===== src/rtl/lfsr_pkg.sv =====
// ---------------------------------------------------------------------------
// lfsr_pkg
// Shared definitions for the 16-bit Fibonacci LFSR run controller:
//   LFSR_WIDTH        - shift register width (16)
//   LFSR_TAPS         - polynomial mask x^16+x^14+x^13+x^11+1 (bit k <-> x^(k+1))
//   LFSR_RESET_STATE  - non-zero state held after reset
//   run_state_e       - controller FSM encoding
//   lfsr_step()       - one right-shift step of the Fibonacci register
// ---------------------------------------------------------------------------
package lfsr_pkg;

  localparam int LFSR_WIDTH = 16;
  localparam logic [LFSR_WIDTH-1:0] LFSR_TAPS        = 16'hB400;
  localparam logic [LFSR_WIDTH-1:0] LFSR_RESET_STATE = 16'h0001;

  typedef enum logic [1:0] {
    IDLE = 2'd0,
    LOAD = 2'd1,
    RUN  = 2'd2,
    DONE = 2'd3
  } run_state_e;

  // The register shifts right and emits bit 0, so polynomial term x^(k+1)
  // (mask bit k) maps onto register bit WIDTH-1-k. For 16'hB400 this XORs
  // bits 0, 2, 3 and 5 into the new MSB.
  function automatic logic [LFSR_WIDTH-1:0] lfsr_step(input logic [LFSR_WIDTH-1:0] cur);
    logic fb;
    fb = 1'b0;
    for (int i = 0; i < LFSR_WIDTH; i++) begin
      if (LFSR_TAPS[LFSR_WIDTH-1-i]) begin
        fb = fb ^ cur[i];
      end
    end
    return {fb, cur[LFSR_WIDTH-1:1]};
  endfunction

endpackage


===== src/rtl/lfsr16_core.sv =====
// ---------------------------------------------------------------------------
// lfsr16_core
// 16-bit Fibonacci LFSR datapath.
//   clk     in   rising-edge clock
//   reset   in   synchronous active-low reset (state -> 16'h0001, bit_out -> 0)
//   load    in   load seed into the register (has priority over step)
//   seed    in   value loaded on load
//   step    in   advance the register by one bit
//   state   out  current register contents
//   bit_out out  registered copy of state[0] after each load/step
// ---------------------------------------------------------------------------
module lfsr16_core
  import lfsr_pkg::*;
(
  input  logic                  clk,
  input  logic                  reset,
  input  logic                  load,
  input  logic [LFSR_WIDTH-1:0] seed,
  input  logic                  step,
  output logic [LFSR_WIDTH-1:0] state,
  output logic                  bit_out
);

  logic [LFSR_WIDTH-1:0] state_reg;
  logic [LFSR_WIDTH-1:0] state_next;
  logic                  bit_out_reg;

  assign state_next = lfsr_step(state_reg);

  // bit_out is its own flop rather than state[0] so that it can read 0 out
  // of reset while the register itself holds the non-zero reset state.
  always_ff @(posedge clk) begin
    if (!reset) begin
      state_reg   <= LFSR_RESET_STATE;
      bit_out_reg <= 1'b0;
    end else if (load) begin
      state_reg   <= seed;
      bit_out_reg <= seed[0];
    end else if (step) begin
      state_reg   <= state_next;
      bit_out_reg <= state_next[0];
    end
  end

  assign state   = state_reg;
  assign bit_out = bit_out_reg;

endmodule


===== src/rtl/lfsr_run_ctrl.sv =====
// ---------------------------------------------------------------------------
// lfsr_run_ctrl
// Bounded-run controller around lfsr16_core: seeds the LFSR on start, emits
// run_len bits with a valid strobe, counts ones/zeroes, flags each return to
// the seed and finishes with a done pulse.
//   clk        in   rising-edge clock
//   reset      in   synchronous active-low reset
//   start      in   run request (IDLE only)
//   abort      in   early termination (LOAD/RUN only)
//   seed       in   initial LFSR state, captured on accepted start
//   run_len    in   number of bits to emit, captured on accepted start
//   busy       out  high in LOAD and RUN
//   bit_out    out  current LFSR output bit
//   bit_valid  out  bit_out is a fresh sequence bit
//   max_tick   out  pulse: the state after this bit equals the seed
//   num_ones   out  ones emitted this run (saturating)
//   num_zeroes out  zeroes emitted this run (saturating)
//   done       out  pulse: run finished, statistics final
//   aborted    out  run ended by abort; held until the next LOAD
//   err_seed   out  pulse: start rejected because seed == 0
// ---------------------------------------------------------------------------
module lfsr_run_ctrl
  import lfsr_pkg::*;
#(
  parameter int WIDTH = LFSR_WIDTH,
  parameter int CNT_W = 16
) (
  input  logic             clk,
  input  logic             reset,
  input  logic             start,
  input  logic             abort,
  input  logic [WIDTH-1:0] seed,
  input  logic [CNT_W-1:0] run_len,
  output logic             busy,
  output logic             bit_out,
  output logic             bit_valid,
  output logic             max_tick,
  output logic [CNT_W-1:0] num_ones,
  output logic [CNT_W-1:0] num_zeroes,
  output logic             done,
  output logic             aborted,
  output logic             err_seed
);

  run_state_e state_reg, state_next;

  logic [WIDTH-1:0] seed_reg;
  logic [CNT_W-1:0] len_reg;
  logic [CNT_W-1:0] bit_cnt_reg;
  logic [CNT_W-1:0] ones_reg;
  logic [CNT_W-1:0] zeroes_reg;

  logic busy_reg, bit_valid_reg, max_tick_reg, done_reg, aborted_reg, err_seed_reg;
  logic max_tick_next, aborted_next, err_seed_next;

  logic             accept;
  logic             core_load;
  logic             core_step;
  logic [WIDTH-1:0] core_state;
  logic             core_bit;
  logic             last_bit;
  logic [WIDTH-1:0] first_step;
  logic [WIDTH-1:0] second_step;

  lfsr16_core u_core (
    .clk     (clk),
    .reset   (reset),
    .load    (core_load),
    .seed    (seed_reg),
    .step    (core_step),
    .state   (core_state),
    .bit_out (core_bit)
  );

  // bit_cnt_reg counts bits already completed, so the bit on display is the
  // last one when one more would reach the programmed length.
  assign last_bit = ((bit_cnt_reg + CNT_W'(1)) == len_reg);

  // max_tick is registered and must line up with the bit whose successor
  // state equals the seed. The bit shown next cycle will be core_state's
  // successor, so its successor is two steps ahead of core_state. The first
  // bit of a run is shown from the seed itself, hence one step of the seed.
  assign first_step  = lfsr_step(seed_reg);
  assign second_step = lfsr_step(lfsr_step(core_state));

  always_ff @(posedge clk) begin
    if (!reset) begin
      state_reg <= IDLE;
    end else begin
      state_reg <= state_next;
    end
  end

  always_comb begin
    state_next    = state_reg;
    accept        = 1'b0;
    core_load     = 1'b0;
    core_step     = 1'b0;
    err_seed_next = 1'b0;
    max_tick_next = 1'b0;
    aborted_next  = aborted_reg;
    case (state_reg)
      IDLE: begin
        if (start) begin
          if (seed == '0) begin
            err_seed_next = 1'b1;
          end else begin
            accept     = 1'b1;
            state_next = LOAD;
          end
        end
      end
      LOAD: begin
        core_load    = 1'b1;
        aborted_next = abort;
        if (abort || (len_reg == '0)) begin
          state_next = DONE;
        end else begin
          state_next    = RUN;
          max_tick_next = (first_step == seed_reg);
        end
      end
      RUN: begin
        core_step = 1'b1;
        // Completion wins over a coincident abort.
        if (last_bit) begin
          state_next = DONE;
        end else if (abort) begin
          state_next   = DONE;
          aborted_next = 1'b1;
        end else begin
          max_tick_next = (second_step == seed_reg);
        end
      end
      DONE: begin
        state_next = IDLE;
      end
      default: begin
        state_next = IDLE;
      end
    endcase
  end

  // Run parameters and statistics. Counts are cleared in LOAD and then hold
  // through DONE and IDLE until the next run loads.
  always_ff @(posedge clk) begin
    if (!reset) begin
      seed_reg    <= '0;
      len_reg     <= '0;
      bit_cnt_reg <= '0;
      ones_reg    <= '0;
      zeroes_reg  <= '0;
    end else begin
      if (accept) begin
        seed_reg <= seed;
        len_reg  <= run_len;
      end
      if (state_reg == LOAD) begin
        bit_cnt_reg <= '0;
        ones_reg    <= '0;
        zeroes_reg  <= '0;
      end else if (state_reg == RUN) begin
        bit_cnt_reg <= bit_cnt_reg + CNT_W'(1);
        if (core_bit) begin
          if (ones_reg != '1) begin
            ones_reg <= ones_reg + CNT_W'(1);
          end
        end else begin
          if (zeroes_reg != '1) begin
            zeroes_reg <= zeroes_reg + CNT_W'(1);
          end
        end
      end
    end
  end

  // Status flags are decoded from the next state so they are registered and
  // aligned with the state they describe.
  always_ff @(posedge clk) begin
    if (!reset) begin
      busy_reg      <= 1'b0;
      bit_valid_reg <= 1'b0;
      max_tick_reg  <= 1'b0;
      done_reg      <= 1'b0;
      aborted_reg   <= 1'b0;
      err_seed_reg  <= 1'b0;
    end else begin
      busy_reg      <= (state_next == LOAD) || (state_next == RUN);
      bit_valid_reg <= (state_next == RUN);
      max_tick_reg  <= max_tick_next;
      done_reg      <= (state_next == DONE);
      aborted_reg   <= aborted_next;
      err_seed_reg  <= err_seed_next;
    end
  end

  assign busy       = busy_reg;
  assign bit_out    = core_bit;
  assign bit_valid  = bit_valid_reg;
  assign max_tick   = max_tick_reg;
  assign num_ones   = ones_reg;
  assign num_zeroes = zeroes_reg;
  assign done       = done_reg;
  assign aborted    = aborted_reg;
  assign err_seed   = err_seed_reg;

endmodule


===== config.mk =====
export PLATFORM = sky130hd
export DESIGN_NAME = lfsr_run_ctrl
export DESIGN_NICKNAME = d
export VERILOG_FILES = /design/src/rtl/lfsr_pkg.sv /design/src/rtl/lfsr16_core.sv /design/src/rtl/lfsr_run_ctrl.sv
export SDC_FILE = /design/constraint.sdc
export NUM_CORES = 1
export LEC_CHECK = 0
export CAP_MARGIN = 20
export CORE_MARGIN = 1
export CORE_UTILIZATION = 55
export DETAILED_ROUTE_END_ITERATION = 10
export PLACE_DENSITY = 0.91
export SYNTH_ARGS = -nofsm -noshare
export SYNTH_HDL_FRONTEND = slang
export SYNTH_SLANG_ARGS = --single-unit

===== constraint.sdc =====
create_clock -name clk -period 4.3 [get_ports clk]
set_clock_uncertainty 0.15 [all_clocks]
set_input_delay 0.43 -clock clk [delete_from_list [all_inputs] [get_ports clk]]
set_output_delay 0.43 -clock clk [all_outputs]
set_load 0.05 [all_outputs]

==> impl_metrics.csv, run 1 <==
group,metric,value,unit
sta,worst_slack,1.29,ns
place,io_buffer_count,74,
grt,grt_pass1_wl,20800,um
grt,antenna_found_initial,0,
synth,synth_area_leaders,"dfxtp_1, nand2_1, xnor2_1",
flow_run,maxCapViolCount,0,
synth,synth_warnings,0,
cts,cts_buffers,9,
sta,fin_crit,3.01,ns
pwr,power_density,438,mW/mm^2
grt,grt.overflow.total,0,
cts,postCtsHoldBufs,0,
sta,timing.final.max_slew_violations,0,
cts,cts_buffer_depth,2,
sta,finalHoldViolations,0,
sta,holdWs,0.359,ns
worst_setup_path,crit_top_cell,"ha_1",
drt,drt_pass1_iterations,5,
synth,syn_inst,645,
worst_setup_path,regToRegSetupSlack,1.29,ns
worst_setup_path,worst-setup-path-type,"register to register",
sta,tightest_slew,1.09,ns
synth,synth_common_cells,"nand2_1, dfxtp_1, nor2_1, xnor2_1, xor2_1",
synth,synth_area_per_cell,8.50,sq um
floorplan,start_util,56.4,%
worst_setup_path,critPathSlowestCell,"dfxtp_1",
floorplan,die_y,102,um
status,status,"completed",
place,placedInstanceArea,0.00623,sq mm
final_layout,drive_above_1_share,4.15,%
final_layout,stdcell_area,0.00641,sq mm
grt,grt_max_degree,54,
worst_setup_path,crit_path_end_kind,"register",
final_layout,area_delta_synth_final,17.0,%
drt,vias,4778,
grt,gr-usage-all-layers,24.8,%
drt,ant_nets,0,
worst_setup_path,cp.arrival,3.15,ns
sta,max_freq,333,MHz
synth,synth_cell_types,51,
sta,setup_viol,0,
cts,cts_max_level,3,
cts,clk_latency,0.36,ns
final_layout,finalNetCount,737,
worst_hold_path,whs_path_depth,2,
synth,async_flop_share,0,%
cts,clock-sinks,105,
sta,setup-tns-final,0,ns
worst_hold_path,whs_endpoint,"len_reg[1]$_SDFFE_PN0P_",
cts,tritoncts,"yes",
cts,post-cts-setup-buffers,0,
place,place.gp.congestion,0.873,
floorplan,placementRows,36,
final_layout,diodes,0,
worst_setup_path,critPathRequiredTime,4.45,ns
sta,finalCritPeriodShare,69.9,%
synth,synth-seq-area-share,38.3,%
floorplan,fp.dieW,102,um
place,pre_cts_ws,1.08,ns
worst_setup_path,crit_chain,"ha_1, and2_1, nand3_4, or3_1, a32o_2, nor4_4, o21ai_1, ha_1, nor2b_1",
worst_hold_path,hold_start,"len_reg[1]$_SDFFE_PN0P_",
final_layout,utilization,65.9,%
floorplan,ioPinCount,75,
worst_setup_path,r2r-start,"bit_cnt_reg[0]$_SDFFE_PP0P_",
synth,synth_seq_cells,105,
drt,routed_wl,12400,um
worst_setup_path,cpPeakStageDelay,0.45,ns
cts,clk_pin_slew,0.10,ns
drt,vias_per_cell,5.74,
pwr,ir_drop,0.000295,V
worst_setup_path,reg2reg_depth,9,
worst_setup_path,path_max_fanout,12,
synth,synth_most_common_cell,"nand2_1",
synth,synth_edf_count,0,
floorplan,dieArea,0.0104,sq mm
grt,grt_pass1_vias,4546,
synth,synth_top_area_share,38.3,%
drt,drt_iter0_markers,222,
place,place_hpwl,9210,um
floorplan,core_area,0.00973,sq mm
synth,yosys.area.top_type,"dfxtp_1",
pwr,p_leak,2.34,nW
cts,cts_resized,0,
worst_setup_path,start_kind,"register",
synth,syn-num-nets,688,
final_layout,n_fill_cell,791,
drt,drc,0,
sta,slew_headroom,27.0,%
worst_hold_path,hold_path_class,"register to register",
synth,synth_ff_type,"dfxtp_1",
worst_setup_path,cp-startpoint,"bit_cnt_reg[0]$_SDFFE_PP0P_",
synth,netlist_area,0.00548,sq mm
sta,rsz0062_at_grt,"false",
cts,ctsRootBufferMaster,"clkbuf_8",
drt,avgRoutedWirePerCell,14.9,um
worst_setup_path,worst_r2r_endpoint,"busy$_SDFF_PN0_",
critical path, delay by kind of cell, from the launching register on:
family / cells / cell delay, ns
simple gates: 5 / 1.29
fa+ha+maj: 2 / 0.71
flops: 1 / 0.45
compound gates: 2 / 0.37
power by group:
| group | switching, mW | internal (mW) | total, mW |
|---|---|---|---|
| combinational | 0.499 | 0.436 | 0.935 |
| clock | 0.348 | 0.235 | 0.583 |
| sequential | 0.175 | 1.11 | 1.29 |
through the flow:
stage	power (mW)	instances
floorplan	2.02	645
global placement	2.19	816
detailed placement	2.24	816
CTS	2.81	832
global route	2.97	832
finish	2.81	832
cell usage in the layout (no fill, tap or decap), drive strengths merged, types with 2 or more instances in the layout:
cell | Yosys | routed
a21boi | 32 | 32
nand4 | 26 | 26
nand3b | 2 | 2
o31a | 3 | 3
and2 | 6 | 6
a21oi | 12 | 12
nor3 | 12 | 12
o2111ai | 3 | 3
o211a | 15 | 15
xnor2 | 46 | 46
clkinv | 0 | 2
clkbuf | 33 | 10
ha | 7 | 7
o21ai | 18 | 18
nor2 | 51 | 51
dfxtp | 105 | 105
and4 | 6 | 6
mux2i | 24 | 24
o31ai | 4 | 4
nor2b | 4 | 4
nor4 | 17 | 17
inv | 9 | 12
xor2 | 34 | 34
or3 | 13 | 13
and3 | 11 | 11
nand3 | 20 | 20
nand2 | 109 | 109
clkdlybuf4s50 | 0 | 74
buf | 8 | 5
layout make-up:
| class | count | area, sq um | share of cell area (%) |
|---|---|---|---|
| Sequential cell | 105 | 2100 | 32.8 |
| Multi-Input combinational cell | 490 | 3150 | 49.0 |
| Clock inverter | 6 | 50.0 | 0.780 |
| Timing Repair Buffer | 79 | 778 | 12.1 |
| Clock buffer | 10 | 138 | 2.15 |
| Inverter | 9 | 33.8 | 0.527 |
| Tap cell | 133 | 166 | 2.59 |
per-layer routing:
metal | vias to the layer above | wire length (um) | GRT usage, %
li1 | 2340 | - | -
met5 | - | 0 | 0
met1 | 2250 | 5470 | 31.3
met4 | 0 | 162 | 8.24
met2 | 165 | 6170 | 43.8
met3 | 23 | 613 | 3.21
worst max path at each step:
stage | endpoint | slack [ns] | cells past startpoint
finish | busy$_SDFF_PN0_ | 1.29 | 9
global route | busy$_SDFF_PN0_ | 1.13 | 9
CTS | busy$_SDFF_PN0_ | 1.31 | 9
detailed placement | busy$_SDFF_PN0_ | 1.08 | 8
global placement | busy$_SDFF_PN0_ | 1.24 | 8
floorplan | bit_valid$_SDFF_PN0_ | 1.80 | 10
cell families (layout without fill, tap and decap cells):
family	count (synthesis)	count (layout)	share of synthesized area [%]
mux	25	25	4.59
xor+xnor	81	81	13.2
simple gates	281	281	25.2
flops	105	105	38.3
fa+ha+maj	7	7	1.60
buf+inv	50	104	4.31
compound gates	96	96	12.8
(Power assumes the default switching activity.)
==> run 2: changes to the inputs <==
Clock period 4.3 ns to 2.9 ns, I/O delays scaled along.
==> run 2 against run 1 <==
  * Cell area increased by 1.1%
  * Register-to-register slack got worse by 1.1 ns
  * Combinational power rose by 51%
  * Cell count increased by 0.72%
  * Non-clock buffer count grew 6
  * Clock-buffer cell count is the same
  * Critical path depth is the same
  * Global-route usage rose by 0.50 points
  * Worst hold slack got worse by 0.036 ns
==> impl_metrics.csv, run 2 (synthesis results as in run 1) <==
group,metric,value,unit
worst_setup_path,start_kind,"register",
final_layout,finalNetCount,743,
cts,post-cts-setup-buffers,0,
cts,ctsRootBufferMaster,"clkbuf_8",
grt,grt_pass1_wl,21000,um
cts,clock-sinks,105,
cts,cts_max_level,3,
worst_setup_path,critical_path_buf_inv_count,0,
sta,setup_viol,0,
grt,grt_pass1_vias,4563,
final_layout,register_area,0.00210,sq mm
sta,finalHoldViolations,0,
sta,slew_headroom,43.6,%
worst_setup_path,crit_path_end_kind,"register",
drt,vias,4761,
place,io_buffer_count,74,
drt,drt_iter0_markers,282,
cts,clk_pin_slew,0.10,ns
grt,grt_max_degree,59,
floorplan,die_y,102,um
status,status,"completed",
final_layout,layout_commonest_cell,"nand2_1",
final_layout,final_cell_mix,"nand2_1, dfxtp_1, clkdlybuf4s50_1",
cts,clk_latency,0.37,ns
floorplan,ioPinCount,75,
final_layout,diodes,0,
cts,cts_resized,0,
drt,vias_per_cell,5.68,
floorplan,fp.dieW,102,um
grt,grt.overflow.total,0,
place,place.gp.congestion,0.966,
place,place_hpwl,9040,um
worst_setup_path,path_max_fanout,6,
worst_setup_path,critical_path.top_delay_family,"simple AND/OR/NAND/NOR gates",
sta,fin_crit,2.71,ns
worst_hold_path,hold_path_class,"primary input to register",
worst_setup_path,crit_top_cell,"ha_1",
cts,tritoncts,"yes",
pwr,ir_drop,0.000490,V
floorplan,core_area,0.00973,sq mm
sta,timing.final.max_slew_violations,0,
cts,cts_buffers,9,
sta,tightest_slew,0.833,ns
drt,avgRoutedWirePerCell,14.7,um
sta,setup-tns-final,0,ns
sta,rsz0062_at_grt,"false",
pwr,power,4.27,mW
drt,drt_pass1_iterations,5,
drt,ant_nets,0,
final_layout,area_delta_synth_final,18.2,%
worst_setup_path,cp.arrival,2.86,ns
final_layout,n_fill_cell,788,
pwr,power_density,658,mW/mm^2
cts,cts_buffer_depth,2,
floorplan,dieArea,0.0104,sq mm
drt,drc,0,
floorplan,placementRows,36,
cts,postCtsHoldBufs,0,
final_layout,multi_input_area,0.00315,sq mm
floorplan,start_util,56.4,%
worst_setup_path,crit_chain,"ha_1, and2_1, nand3_4, or3_1, a32o_2, nor4_4, o21ai_1, ha_1, nor2b_1",
sta,max_freq,369,MHz
worst_setup_path,cpPeakStageDelay,0.46,ns
worst_setup_path,critPathRequiredTime,3.05,ns
worst_setup_path,worst-setup-path-type,"register to register",
flow_run,maxCapViolCount,0,
worst_setup_path,critPathSlowestCell,"dfxtp_1",
sta,finalCritPeriodShare,93.4,%
grt,gr-usage-all-layers,25.3,%
pwr,p_leak,2.38,nW
final_layout,drive_above_1_share,4.96,%
drt,routed_wl,12300,um
grt,antenna_found_initial,0,
## run 2: cell count changes in the layout (fill, tap and decap cells not counted)
cell,previous run,this run
inv_8,1,0
bufinv_16,0,1
clkinv_2,1,0
buf_4,5,11
clkinv_4,1,2
## run 2: final timing paths
path / cells after the start / end / slack, ns / startpoint
max: 9 / busy$_SDFF_PN0_ / 0.19 / bit_cnt_reg[0]$_SDFFE_PP0P_
min: 3 / len_reg[11]$_SDFFE_PN0P_ / 0.32 / run_len[11]
max reg2reg: 9 / busy$_SDFF_PN0_ / 0.19 / bit_cnt_reg[0]$_SDFFE_PP0P_
min reg2reg: 2 / num_zeroes[5]$_SDFFE_PP0P_ / 0.36 / num_zeroes[5]$_SDFFE_PP0P_
## run 2: cell type report
type | instances | area share (%)
repair buffers | 85 | 12.7
clock inverters | 6 | 1.12
clock buffers | 10 | 2.12
multi-input cells | 490 | 48.5
inverters | 9 | 0.521
flip-flops and latches | 105 | 32.4
well taps | 133 | 2.57
## run 2: power breakdown
| part | internal (mW) | leakage [nW] | switching, mW |
|---|---|---|---|
| Sequential | 1.65 | 0.854 | 0.260 |
| Clock | 0.432 | 0.103 | 0.513 |
| Combinational | 0.659 | 1.42 | 0.751 |
## run 2: metal layers
metal	share of wire, %	track usage, %	vias to the layer above
li1	-	-	2353
met1	45	32.3	2258
met2	50	44.5	133
met3	4.5	3.90	17
met4	0.96	6.92	0
met5	0	0	-
## run 2: worst reg2reg max path: cells and delay by family, from the launching register on
kind / cells / cell delay, ns
adders and majority gates: 2 / 0.56
AOI/OAI and AO/OA: 2 / 0.34
and+or+nand+nor: 5 / 1.13
DFF: 1 / 0.46
## run 2: through the flow
stage	setup slack, ns	cells	hold slack (ns)	util [%]	area [sq um]
floorplan	0.401	645	0.266	-	5480
global placement	0.328	822	0.327	64.5	6270
detailed placement	0.255	822	0.354	64.5	6270
CTS	0.200	838	0.321	66.6	6480
global route	0.0591	838	0.334	66.6	6480
finish	0.191	838	0.323	66.6	6480
